==> src/rtl/mult_arb_pkg.sv <==
// rtl/mult_arb_pkg.sv - shared types and sizing helpers for the multiplier arbiter
package mult_arb_pkg;

  typedef enum logic [1:0] {IDLE, RUN, DONE} state_t;

  localparam int ID_W = 1;

  function automatic int cnt_w(input int n);
    return $clog2(n) + 1;
  endfunction

endpackage

==> src/rtl/booth_mult_core.sv <==
// rtl/booth_mult_core.sv - iterative radix-2 Booth multiplier, one step per cycle
// done is high during the final step; p carries that step's result (the full product).
module booth_mult_core
  import mult_arb_pkg::*;
#(
  parameter int N = 32
) (
  input  logic           clk,
  input  logic           rst,
  input  logic           start,
  input  logic [N-1:0]   a,
  input  logic [N-1:0]   x,
  output logic           done,
  output logic [2*N-1:0] p
);

  localparam int CW = cnt_w(N);

  logic [N:0]    a_ext;
  logic [N:0]    acc;
  logic [N-1:0]  q;
  logic          q_m1;
  logic [CW-1:0] cnt;
  logic          running;
  logic [N:0]    sum;
  logic [N:0]    nxt_acc;
  logic [N-1:0]  nxt_q;

  always_comb begin
    sum = acc;
    case ({q[0], q_m1})
      2'b01:   sum = acc + a_ext;
      2'b10:   sum = acc - a_ext;
      default: sum = acc;
    endcase
    // Arithmetic right shift of the {acc, q} pair.
    nxt_acc = {sum[N], sum[N:1]};
    nxt_q   = {sum[0], q[N-1:1]};
  end

  assign done = running && (cnt == CW'(N - 1));
  assign p    = {nxt_acc[N-1:0], nxt_q};

  always_ff @(posedge clk or posedge rst) begin
    if (rst) begin
      a_ext   <= '0;
      acc     <= '0;
      q       <= '0;
      q_m1    <= 1'b0;
      cnt     <= '0;
      running <= 1'b0;
    end else if (start) begin
      a_ext   <= {a[N-1], a};
      acc     <= '0;
      q       <= x;
      q_m1    <= 1'b0;
      cnt     <= '0;
      running <= 1'b1;
    end else if (running) begin
      acc  <= nxt_acc;
      q    <= nxt_q;
      q_m1 <= q[0];
      cnt  <= cnt + CW'(1);
      if (cnt == CW'(N - 1)) running <= 1'b0;
    end
  end

endmodule

==> src/rtl/mult_arbiter.sv <==
// rtl/mult_arbiter.sv - two-requester arbiter/sequencer for a shared Booth multiplier
// Define MULT_ARB_RR_EN for round-robin arbitration; default is fixed priority to requester 0.
module mult_arbiter
  import mult_arb_pkg::*;
#(
  parameter int N = 32
) (
  input  logic           clk,
  input  logic           rst,
  input  logic           req0_valid,
  output logic           req0_ready,
  input  logic [N-1:0]   req0_a,
  input  logic [N-1:0]   req0_x,
  input  logic           req1_valid,
  output logic           req1_ready,
  input  logic [N-1:0]   req1_a,
  input  logic [N-1:0]   req1_x,
  output logic           rsp_valid,
  input  logic           rsp_ready,
  output logic           rsp_id,
  output logic [2*N-1:0] rsp_p,
  output logic           busy
);

  state_t          state;
  logic [ID_W-1:0] grant_id;
  logic            start;
  logic            core_done;
  logic [N-1:0]    op_a;
  logic [N-1:0]    op_x;
  logic [2*N-1:0]  core_p;
`ifdef MULT_ARB_RR_EN
  logic            ptr;
`endif

  // ptr high means requester 1 wins a tie.
  always_comb begin
    req0_ready = 1'b0;
    req1_ready = 1'b0;
    if (state == IDLE) begin
`ifdef MULT_ARB_RR_EN
      if (req0_valid && !(req1_valid && ptr)) req0_ready = 1'b1;
      else if (req1_valid)                    req1_ready = 1'b1;
`else
      if (req0_valid)      req0_ready = 1'b1;
      else if (req1_valid) req1_ready = 1'b1;
`endif
    end
  end

  assign start    = req0_ready | req1_ready;
  assign grant_id = req1_ready;
  assign op_a     = req1_ready ? req1_a : req0_a;
  assign op_x     = req1_ready ? req1_x : req0_x;

  booth_mult_core #(.N(N)) u_core (
    .clk   (clk),
    .rst   (rst),
    .start (start),
    .a     (op_a),
    .x     (op_x),
    .done  (core_done),
    .p     (core_p)
  );

  always_ff @(posedge clk or posedge rst) begin
    if (rst) begin
      state     <= IDLE;
      rsp_valid <= 1'b0;
      rsp_id    <= 1'b0;
      rsp_p     <= '0;
      busy      <= 1'b0;
`ifdef MULT_ARB_RR_EN
      ptr       <= 1'b0;
`endif
    end else begin
      case (state)
        IDLE: begin
          if (start) begin
            state  <= RUN;
            busy   <= 1'b1;
            rsp_id <= grant_id;
`ifdef MULT_ARB_RR_EN
            ptr    <= ~grant_id;
`endif
          end
        end
        RUN: begin
          if (core_done) begin
            state     <= DONE;
            rsp_valid <= 1'b1;
            rsp_p     <= core_p;
          end
        end
        DONE: begin
          if (rsp_ready) begin
            state     <= IDLE;
            rsp_valid <= 1'b0;
            busy      <= 1'b0;
          end
        end
        default: state <= IDLE;
      endcase
    end
  end

endmodule

==> config.mk <==
export PLATFORM = sky130hd
export DESIGN_NAME = mult_arbiter
export DESIGN_NICKNAME = d
export VERILOG_FILES = /design/src/rtl/mult_arb_pkg.sv /design/src/rtl/booth_mult_core.sv /design/src/rtl/mult_arbiter.sv
export SDC_FILE = /design/constraint.sdc
export NUM_CORES = 1
export LEC_CHECK = 0
export CORE_ASPECT_RATIO = 1.5
export CORE_MARGIN = 3
export CORE_UTILIZATION = 30
export CTS_BUF_LIST = sky130_fd_sc_hd__clkbuf_4
export DETAILED_ROUTE_END_ITERATION = 12
export PLACE_DENSITY = 0.52
export SYNTH_ARGS = -nofsm -noshare
export SYNTH_HDL_FRONTEND = slang
export SYNTH_HIERARCHICAL = 1
export SYNTH_SLANG_ARGS = --single-unit
export TNS_END_PERCENT = 20
==> constraint.sdc <==
create_clock -name clk -period 5.3 [get_ports clk]
set_clock_uncertainty 0.05 [all_clocks]
set_input_delay 1.325 -clock clk [delete_from_list [all_inputs] [get_ports clk]]
set_output_delay 1.325 -clock clk [all_outputs]
set_load 0.02 [all_outputs]
# After elaboration in Yosys (flattened, before gate mapping)
# Cells that the tools add are included.
[totals] reg_bits=174 latch_bits=0 mem_bits_rw=0 mem_bits_ro=0 in_bits=133 output_inout_bits=69 n_memories=0
[classes] addsub=3 mul=0 div=0 magnitude_cmp=0 eq_ne=8 shift=0 n_mux=28 bitwise_logic=1 reduce_logical=10
[ops] op="$mux 32" n=4
[ops] op="$mux 33" n=2
[ops] op="$pmux 33 s2" n=1
[ops] op="$add 33x33->33" n=1
[ops] op="$sub 33x33->33" n=1
[ops] op="$mux 1" n=13
[ops] op="$mux 6" n=2
[ops] op="$reduce_and 3->1" n=3
[ops] op="$add 6x1->6 const B" n=1
[ops] op="$eq 6x5->1 const B" n=1
[ops] op="$mux 2" n=3
[ops] op="$ne 2x2->1 const B" n=3
[ops] op="$pmux 2 s3" n=1
[ops] op="$reduce_bool 2->1" n=3
[ops] op="$eq 2x1->1 const B" n=2
[ops] op="$eq 2x2->1 const B" n=2
[ops] op="$pmux 1 s2" n=2
[ops] op="$reduce_and 2->1" n=2
[ops] op="$logic_not 2->1" n=1
[ops] op="$logic_and 1x1->1" n=1
[ops] op="$or 1x1->1" n=1

# Logic depth before layout (Yosys ltp)
# Gate-level depths: netlist (run 1).
[logic_depth] ltp_word=6 mapped_depth=17 ltp_nobuf=17

# Cells and area by module
# Netlist (run 1), hierarchy kept.
[by_module_without_submodules] mod="booth_mult_core" instances=1 cells_per_inst=857 area_per_inst_um2=7465.9 seq_area_each_um2=2602.5
[by_module_without_submodules] mod="mult_arbiter" instances=1 cells_per_inst=232 area_per_inst_um2=3439.5 seq_area_each_um2=1726.7

# Worst setup path before layout (run 1)
# No wires, ideal clock.
[synth_path] path_kind="reg2reg" start="register u_core.a_ext[3]" end="register rsp_p[63]" t_arrival_ns=4.013 t_required_ns=5.125 slack_ns=1.113 path_stages_with_launch=17 path_buffers=1 cell_sequence="dfrtp_1 > or3_1 > nor4_1 > nand2_1 > nor4_1 > nor2_1 > xnor2_1 > ha_1 > clkbuf_1 > nand3_1 > a2111oi_0 > o31a_1 > a311oi_1 > or4_1 > o31ai_1 > nor3_1 > mux2_2"
[synth_between] elab_chain_len=2 elab_cells_between_ends=3 cone_classes="add/sub: 2; mux: 1"
[synth_lines] item="start: declaration" line="booth_mult_core.sv:19" source="logic [N:0] a_ext;"
[synth_lines] item="start signal: assignment" line="booth_mult_core.sv:53" source="a_ext <= {a[N-1], a};"
[synth_lines] item="$sub 33x33->33 or $add 33x33->33 (tied branches)" line="booth_mult_core.sv:33, booth_mult_core.sv:32"
[synth_lines] item="$pmux 33 s2 *" line="booth_mult_core.sv:31" source="case ({q[0], q_m1})"
[synth_lines] item="net core_p[63]" line="mult_arbiter.sv:31" source="logic [2*N-1:0] core_p;"
[synth_lines] item="end signal: assignment" line="mult_arbiter.sv:92" source="rsp_p <= core_p;"
[synth_lines] item="end: declaration" line="mult_arbiter.sv:21" source="output logic [2*N-1:0] rsp_p,"
# Mark *: on every way through the listed nets, which the timed path passes. The rest lies on a longest branch.
# A chain may end at the register's enable or synchronous reset.

# Worst setup path after layout (run 1)
# Same ends and word-level chain as after synthesis.

==> results.yml, run 1 <==
outcome:
  status: "finished clean"
clock_network:
  cts_buffers: 17
  clk_pin_slew_worst_paths_ns: 0.15
  insertion_delay_ns: 0.64
  cts_resized: 0
  cts_tree: "built"
  cts-root-buf: "clkbuf_4"
  cts_sinks: 173
  post_cts_buffers: 0
  htreeDepth: 4
  clockBufferDepth: 2
  cts_hold_buffers: 0
power:
  pwr-share-comb_pct: 67.3
  seqPwrFrac_pct: 24.7
  power.density_nw_per_um2: 766
  p_switching_mw: 4.95
  ir_drop_mv: 0.241
  intPower_mw: 5.31
  p_clk_share_pct: 8.0
  power_leakage_nw: 5.73
  swShare_pct: 48.2
floorplanning:
  fp-row-count: 84
  num_io_pins: 202
  die_x_um: 162
  initial_utilization_pct: 30.8
  die_area_um2: 38700
  fp.coreArea_um2: 35400
  die_y_um: 240
yosys:
  ys_types: 62
  netlist_area_um2: 10900
  ys_seq_area_share_pct: 39.7
  ys_warn_count: 6
  synth_edf_count: 0
  synth_most_common_cell: "dfrtp_1"
  yosys.area.top_type: "dfrtp_1"
  syn_nets: 1258
  synth_flop_cell: "dfrtp_1"
  syn_avg_cell_area_um2: 10.0
  async_reset_ff_share_pct: 100
  synthCells: 1089
  synth_commonest_cells: "173 x dfrtp_1, 111 x mux2_2, 100 x nand2_1"
  synth_top_area_share_pct: 39.7
  netlist_top_cells_area: "dfrtp_1 40%, mux2_2 11%, mux2_1 5.1%"
  synth-seq-cells: 173
place:
  dpl.hpwl_um: 22200
  placed_area_um2: 13100
  port-buffer-count: 201
  routabilityCongestion: 0.931
  post-place-ws_ns: 0.588
finish:
  fin_area_um2: 13400
  area_growth_pct: 22.8
  drive_above_1_share_pct: 14.0
  nets: 1403
drt:
  antenna_left: 0
  vias_per_cell: 4.95
  drt_iter0_drc: 391
  dr.pass1.iters: 5
  drc: 0
  vias: 8523
  wl_um: 29600
  drt-wirelength-per-cell_um: 17.2
sta:
  rsz0062_at_grt: "no"
  max_slew_margin_pct: 32.0
  layout_min_cycle_time_ns: 4.71
  fin_crit_sh_pct: 88.9
  worst_slack_ns: 0.590
  fmax_mhz: 212
  fin_tns_setup_ns: 0
  setup_violations: 0
  worst_pin_slew_ns: 1.02
  slew_viol_final: 0
  finalHoldViolCount: 0
run:
  cap_violations: 0
global_route:
  grt_overflow_total: 0
  grt_max_degree: 66
  grt_pass1_wl_um: 46900
  track_usage_pct: 15.3
  antenna_found_initial: 2
  grt_pass1_vias: 8619
worst_setup_path:
  worstPathRequired_ns: 5.78
  crit_type: "flip-flop to flip-flop"
  cp_max_fo: 8
  cp-start-kind: "flip-flop"
  worstSetupEndpointType: "flip-flop"
  critPathArrivalTime_ns: 5.19
worst_hold_path:
  hold_path.class: "flip-flop to flip-flop"
[path summary, 6_finish.rpt]
check / start / endpoint / slack (ns) / depth (start not counted)
max in group asynchronous: rst / rsp_p[38] / 3.08 / 3
worst max register to register: u_core/a_ext[3] / rsp_p[63] / 0.59 / 17
worst max-delay path: u_core/a_ext[3] / rsp_p[63] / 0.59 / 17
worst min-delay path: rsp_p[62] / rsp_p[62] / 0.47 / 1
worst min register to register: rsp_p[62] / rsp_p[62] / 0.47 / 1
min in group asynchronous: rst / u_core/q[12] / 1.17 / 2
[cells in the final DEF (no fill, tap or decap), types with 11 or more instances in the layout]
cell type / instances
a21o_1: 13
a21oi_1: 51
buf_4: 13
clkbuf_4: 18
clkdlybuf4s50_1: 201
dfrtp_1: 172
ha_1: 35
inv_1: 19
mux2_1: 49
mux2_2: 111
mux2i_1: 49
nand2_1: 99
nand3_1: 14
nor2_1: 90
nor2b_1: 11
nor3_1: 23
nor4_1: 11
o21a_1: 19
o21ai_0: 76
xnor2_1: 42
xor2_1: 11
[worst max-delay path: stages (launching register included)]
cell	delay [ns]
dfrtp_1	0.44
or3_1	0.44
nor4_1	0.20
buf_4	0.18
nand2_1	0.08
nor4_1	0.25
nor2_1	0.08
xnor2_1	0.14
ha_1	0.44
nand3_1	0.15
a2111oi_0	0.56
buf_4	0.23
o31a_1	0.21
a311oi_1	0.18
or4_1	0.55
o31ai_1	0.08
nor3_1	0.08
mux2_2	0.26
[area by class of cell]
class,count,area [µm²]
well taps,473,592
flip-flops and latches,173,4330
diodes,2,5.00
clock inverters,14,160
clock buffers,18,135
repair buffers,214,2110
inverters,21,82.6
multi-input cells,807,5970
fillers,3666,22000
[cells by family after synthesis]
logic type	synth area share, %
xor+xnor	4.26
fa+ha+maj	4.20
flops	39.7
buf+inv	5.66
compound gates	12.9
simple gates	12.2
mux	21.0
[power by group through the flow]
stage / logic [mW] / registers, mW / clock network (mW)
after floorplan: 5.09 / 2.61 / 0
after global placement: 6.83 / 2.56 / 0
after detailed placement: 6.91 / 2.57 / 0
after CTS: 6.94 / 2.54 / 0.866
after global routing: 7.65 / 2.64 / 0.921
final: 6.90 / 2.53 / 0.819
[registers in the layout, summed over array words and instances (netlist names)]
| signal | count |
|---|---|
| u_core/q_m1 | 1 |
| busy | 1 |
| u_core/acc | 32 |
| u_core/running | 1 |
| u_core/cnt | 6 |
| u_core/q | 32 |
| rsp_p | 64 |
| rsp_id | 1 |
| state | 2 |
| rsp_valid | 1 |
| u_core/a_ext | 32 |
[metrics by stage]
stage	instances	utilization, %	hold WS, ns	total power, mW
CTS	1720	37.8	0.477	10.3
global placement	1688	37.0	0.438	9.39
floorplan	1089	-	0.436	7.70
global route	1722	37.8	0.490	11.2
detailed placement	1688	37.0	0.443	9.48
finish	1722	37.8	0.471	10.3
[metal layers]
layer	global-route usage, %	share of wire, %	up-vias
met3	2.92	4.5	26
li1	-	-	4137
met4	4.76	1.5	0
met1	17.9	41	4158
met2	28.3	53	202
met5	0	0	-
No activity file was read; power rests on OpenSTA's default activity.
==> run 2: changes to the inputs <==
==> constraint.sdc (replaced) <==
create_clock -name clk -period 5.3 [get_ports clk]
set_clock_uncertainty 0.05 [all_clocks]
set_input_delay 1.325 -clock clk [delete_from_list [all_inputs] [get_ports clk]]
set_output_delay 1.325 -clock clk [all_outputs]
set_load 0.005 [all_outputs]
==> run 2 against run 1 <==
  * Flip-flop and latch count unchanged
  * First-iteration DRC count shrank 2.8%
  * Combinational power down 3.9%
  * Register-to-register slack gained 0.08 ns
  * Worst hold slack worse by 0.0029 ns
  * Largest cell class unchanged
  * Die area stayed put
  * Global-route usage up 0.078 points
  * Critical endpoint unchanged
  * Routed wire length is 0.43% lower
==> results.yml, run 2 (synthesized netlist as in run 1, its figures left out) <==
finish:
  nets: 1403
  final_util_pct: 37.8
  drive_above_1_share_pct: 13.9
  regArea_um2: 4330
  top_register: "rsp_p"
  n_fill_cell: 3661
  most-common-layout-cells: "201 x clkdlybuf4s50_1, 172 x dfrtp_1, 111 x mux2_2"
  layout_commonest_cell: "clkdlybuf4s50_1"
  area_growth_pct: 22.8
  multiInputGateArea_um2: 5970
  final_cells: 1720
  largest_reg_flops: 64
floorplanning:
  fp-row-count: 84
  die_y_um: 240
  die_x_um: 162
  fp.coreArea_um2: 35400
  num_io_pins: 202
  die_area_um2: 38700
  initial_utilization_pct: 30.8
drt:
  drt_iter0_drc: 380
  drt-wirelength-per-cell_um: 17.2
  dr.pass1.iters: 4
  drc: 0
  vias_per_cell: 4.87
  antenna_left: 0
  wl_um: 29500
  vias: 8371
place:
  dpl.hpwl_um: 22000
  routabilityCongestion: 0.926
  place_inst: 1688
  port-buffer-count: 201
global_route:
  grt_pass1_wl_um: 46900
  track_usage_pct: 15.4
  grt_max_degree: 69
  antenna_found_initial: 1
  grt_overflow_total: 0
  grt_pass1_vias: 8712
sta:
  max_slew_margin_pct: 33.5
  setup_violations: 0
  fin_crit_sh_pct: 87.4
  hold_slack_ns: 0.468
  finalHoldViolCount: 0
  slew_viol_final: 0
  worst_pin_slew_ns: 0.998
  rsz0062_at_grt: "no"
  fmax_mhz: 216
  fin_tns_setup_ns: 0
  layout_min_cycle_time_ns: 4.63
clock_network:
  cts_resized: 0
  cts_hold_buffers: 0
  clockBufferDepth: 2
  post_cts_buffers: 0
  insertion_delay_ns: 0.64
  cts-root-buf: "clkbuf_4"
  cts_buffers: 17
  clk_pin_slew_worst_paths_ns: 0.15
  cts_sinks: 173
  cts_tree: "built"
  htreeDepth: 4
worst_hold_path:
  hold_path.class: "flip-flop to flip-flop"
worst_setup_path:
  worstSetupEndpointType: "flip-flop"
  crit_type: "flip-flop to flip-flop"
  worstPathRequired_ns: 5.78
  cp-startpoint: "u_core/a_ext[3]"
  cp-start-kind: "flip-flop"
  timing.rr.end: "rsp_p[63]"
  cp_max_fo: 8
  crit_path_end: "rsp_p[63]"
  r2r_setup_slack_ns: 0.67
  rr_startpoint: "u_core/a_ext[3]"
  ff2ff_path_depth: 17
  critPathArrivalTime_ns: 5.11
power:
  power.density_nw_per_um2: 746
  ir_drop_mv: 0.240
  power_leakage_nw: 5.73
outcome:
  status: "finished clean"
run:
  cap_violations: 0
-- run 2: cell count changes in the layout (fill, tap and decap cells not counted) --
cell	change
clkinv_4	-1
inv_8	-2
diode_2	-1
bufinv_16	+1
clkinv_1	+1
inv_6	+1
clkinvlp_4	-1
-- run 2: metal layers --
layer,share of wire [%],up-vias,global-route usage (%),wire (µm)
met5,0,-,0,0
met4,2.2,0,5.95,657
met3,3.6,30,2.60,1070
met2,52,166,28.1,15500
met1,42,4045,18.0,12300
li1,-,4130,-,-
-- run 2: how the worst min path moves through the flow --
stage,start,to,cells after the start
after floorplan,rsp_id,rsp_id,2
after global placement,rsp_p[16],rsp_p[16],1
after detailed placement,rsp_p[27],rsp_p[27],1
after CTS,rsp_p[37],rsp_p[37],1
after global routing,rsp_p[37],rsp_p[37],1
final,rsp_p[61],rsp_p[61],1
-- run 2: critical path, cell delays in order (launching register included) --
cell and delay (ns):
dfrtp_1 0.44, or3_1 0.44, nor4_1 0.20, buf_4 0.18
nand2_1 0.09, nor4_1 0.26, nor2_1 0.08, xnor2_1 0.14
ha_1 0.43, nand3_1 0.13, a2111oi_0 0.51, buf_4 0.22
o31a_1 0.20, a311oi_1 0.18, or4_1 0.55, o31ai_1 0.08
nor3_1 0.08, mux2_2 0.26
-- run 2: final cells by class --
| type | instances | area share, % |
|---|---|---|
| Multi-Input combinational cell | 807 | 44.6 |
| Sequential cell | 173 | 32.4 |
| Timing Repair Buffer | 214 | 15.8 |
| Tap cell | 473 | 4.42 |
| Clock inverter | 13 | 1.22 |
| Clock buffer | 18 | 1.01 |
| Inverter | 21 | 0.617 |
| Antenna cell | 1 | 0.0187 |
-- run 2: power by group --
part	internal [mW]	total [mW]	switching (mW)
registers	1.96	2.52	0.561
logic	3.05	6.63	3.58
clock network	0.334	0.843	0.509
-- run 2: per-stage QoR --
| stage | cell area (µm²) | setup slack, ns | power (mW) |
|---|---|---|---|
| finish | 13400 | 0.669 | 9.99 |
| global route | 13400 | 0.278 | 11.0 |
| CTS | 13400 | 0.677 | 10.1 |
| detailed placement | 13100 | 0.720 | 9.23 |
| global placement | 13100 | 0.733 | 9.16 |
| floorplan | 10900 | 1.11 | 7.47 |
==> run 3: changes to the inputs <==
--- a/config.mk
+++ b/config.mk
@@ -10,6 +10,7 @@
 export CORE_UTILIZATION = 30
 export CTS_BUF_LIST = sky130_fd_sc_hd__clkbuf_4
 export DETAILED_ROUTE_END_ITERATION = 12
+export HOLD_SLACK_MARGIN = 0.12
 export PLACE_DENSITY = 0.52
 export SYNTH_ARGS = -nofsm -noshare
 export SYNTH_HDL_FRONTEND = slang
==> constraint.sdc (replaced) <==
create_clock -name clk -period 5.2 [get_ports clk]
set_clock_uncertainty 0.05 [all_clocks]
set_input_delay 1.3 -clock clk [delete_from_list [all_inputs] [get_ports clk]]
set_output_delay 1.3 -clock clk [all_outputs]
set_load 0.005 [all_outputs]
==> run 3 against run 2 <==
  * Sequential power up 2%
  * Count of clock-buffer cells in the layout down 1
  * Die area unchanged
==> results.yml, run 3 (synthesized netlist as in run 1, its figures left out) <==
sta:
  max_slew_margin_pct: 34.3
  finalHoldViolCount: 0
  slew_viol_final: 0
  fin_tns_setup_ns: 0
  worst_pin_slew_ns: 0.986
  layout_min_cycle_time_ns: 4.67
  rsz0062_at_grt: "no"
  fmax_mhz: 214
  fin_crit_sh_pct: 89.8
  setup_violations: 0
power:
  total_power_mw: 10.2
  ir_drop_mv: 0.274
  power_leakage_nw: 5.72
  power.density_nw_per_um2: 762
clock_network:
  insertion_delay_ns: 0.65
  cts_buffers: 17
  cts_tree: "built"
  clockBufferDepth: 2
  htreeDepth: 4
  post_cts_buffers: 0
  cts_resized: 0
  cts-root-buf: "clkbuf_4"
  clk_pin_slew_worst_paths_ns: 0.17
  cts_hold_buffers: 0
  cts_sinks: 173
worst_setup_path:
  ff2ff_path_depth: 17
  critPathArrivalTime_ns: 5.17
  crit_buf_inv: 2
  worstSetupEndpointType: "flip-flop"
  r2r_setup_slack_ns: 0.53
  crit_type: "flip-flop to flip-flop"
  critical_path.top_delay_family: "simple AND/OR/NAND/NOR gates"
  critical-path-max-stage-delay_ns: 0.58
  timing.rr.end: "rsp_p[63]"
  crit_chain: "or3_1 -> nor4_1 -> buf_4 -> nand2_1 -> nor4_1 -> nor2_1 -> xnor2_1 -> ha_1 -> nand3_1 -> a2111oi_0 -> buf_4 -> o31a_1 -> a311oi_1 -> or4_1 -> o31ai_1 -> nor3_1 -> mux2_2"
  cp-start-kind: "flip-flop"
  slowest_stage: "a2111oi_0"
  rr_startpoint: "u_core/a_ext[3]"
  cp_max_fo: 8
  worstPathRequired_ns: 5.70
worst_hold_path:
  hold_path.class: "flip-flop to flip-flop"
  min-delay-start: "busy"
  min_path_cells: 1
  hold_end: "busy"
drt:
  drc: 0
  antenna_left: 0
  drt_iter0_drc: 270
  drt-wirelength-per-cell_um: 17.1
  vias_per_cell: 4.91
  dr.pass1.iters: 5
  wl_um: 29400
  vias: 8444
finish:
  layout_commonest_cell: "clkdlybuf4s50_1"
  final_cells: 1721
  area_growth_pct: 22.6
  fin_area_um2: 13400
  largest_reg_flops: 64
  drive_above_1_share_pct: 14.0
  nets: 1403
  most-common-layout-cells: "201 x clkdlybuf4s50_1, 172 x dfrtp_1, 111 x mux2_2"
  top_register: "rsp_p"
global_route:
  grt_pass1_wl_um: 46900
  grt_pass1_vias: 8749
  track_usage_pct: 15.3
  grt_overflow_total: 0
  grt_max_degree: 66
  antenna_found_initial: 1
floorplanning:
  die_x_um: 162
  fp.coreArea_um2: 35400
  die_y_um: 240
  fp-row-count: 84
  num_io_pins: 202
  die_area_um2: 38700
  initial_utilization_pct: 30.8
run:
  cap_violations: 0
place:
  port-buffer-count: 201
  routabilityCongestion: 0.912
  dpl.hpwl_um: 22100
  placed_area_um2: 13100
  place_inst: 1688
outcome:
  status: "finished clean"
[run 3: cell types whose count changed in the layout (fill, tap and decap cells not counted)]
cell	change
bufinv_16	-2
clkbuf_4	-1
clkinv_2	-1
clkinv_4	-2
clkinvlp_4	+1
inv_6	+3
inv_8	+3
[run 3: layout make-up]
cell class	count	area [µm²]
Tap cell	473	592
Sequential cell	173	4330
Inverter	21	82.6
Clock buffer	17	128
Clock inverter	15	149
Fill cell	3584	22000
Timing Repair Buffer	214	2110
Multi-Input combinational cell	807	5970
Antenna cell	1	2.50
[run 3: worst max path at each step]
stage	from	endpoint	slack (ns)	depth (start not counted)
after floorplan	u_core/a_ext[3]	rsp_p[63]	1.01	16
after global placement	u_core/a_ext[3]	rsp_p[63]	0.62	17
after detailed placement	u_core/a_ext[3]	rsp_p[63]	0.51	17
after CTS	u_core/a_ext[3]	rsp_p[63]	0.52	17
after global routing	u_core/a_ext[11]	rsp_p[63]	0.07	16
final	u_core/a_ext[3]	rsp_p[63]	0.53	17
[run 3: routing by layer]
layer  vias to the layer above  track usage, %  wire (µm)
met2                       195            28.5      15600
met5                         -               0          0
met4                         0            3.83        425
met1                      4082            17.6      12000
li1                       4146               -          -
met3                        21            3.70       1340
[run 3: report_power, final]
part	total (mW)	switching (mW)	internal (mW)	leakage (nW)
clock	0.809	0.554	0.255	0.148
sequential	2.58	0.584	1.99	2.16
combinational	6.80	3.68	3.11	3.41
[run 3: through the flow]
step / hold WS (ns) / util (%) / setup WS (ns)
3_3_place_gp: 0.437 / 37.0 / 0.618
2_1_floorplan: 0.436 / - / 1.01
3_5_place_dp: 0.443 / 37.0 / 0.505
5_1_grt: 0.493 / 37.7 / 0.0660
4_1_cts: 0.476 / 37.7 / 0.523
6_report: 0.472 / 37.7 / 0.532
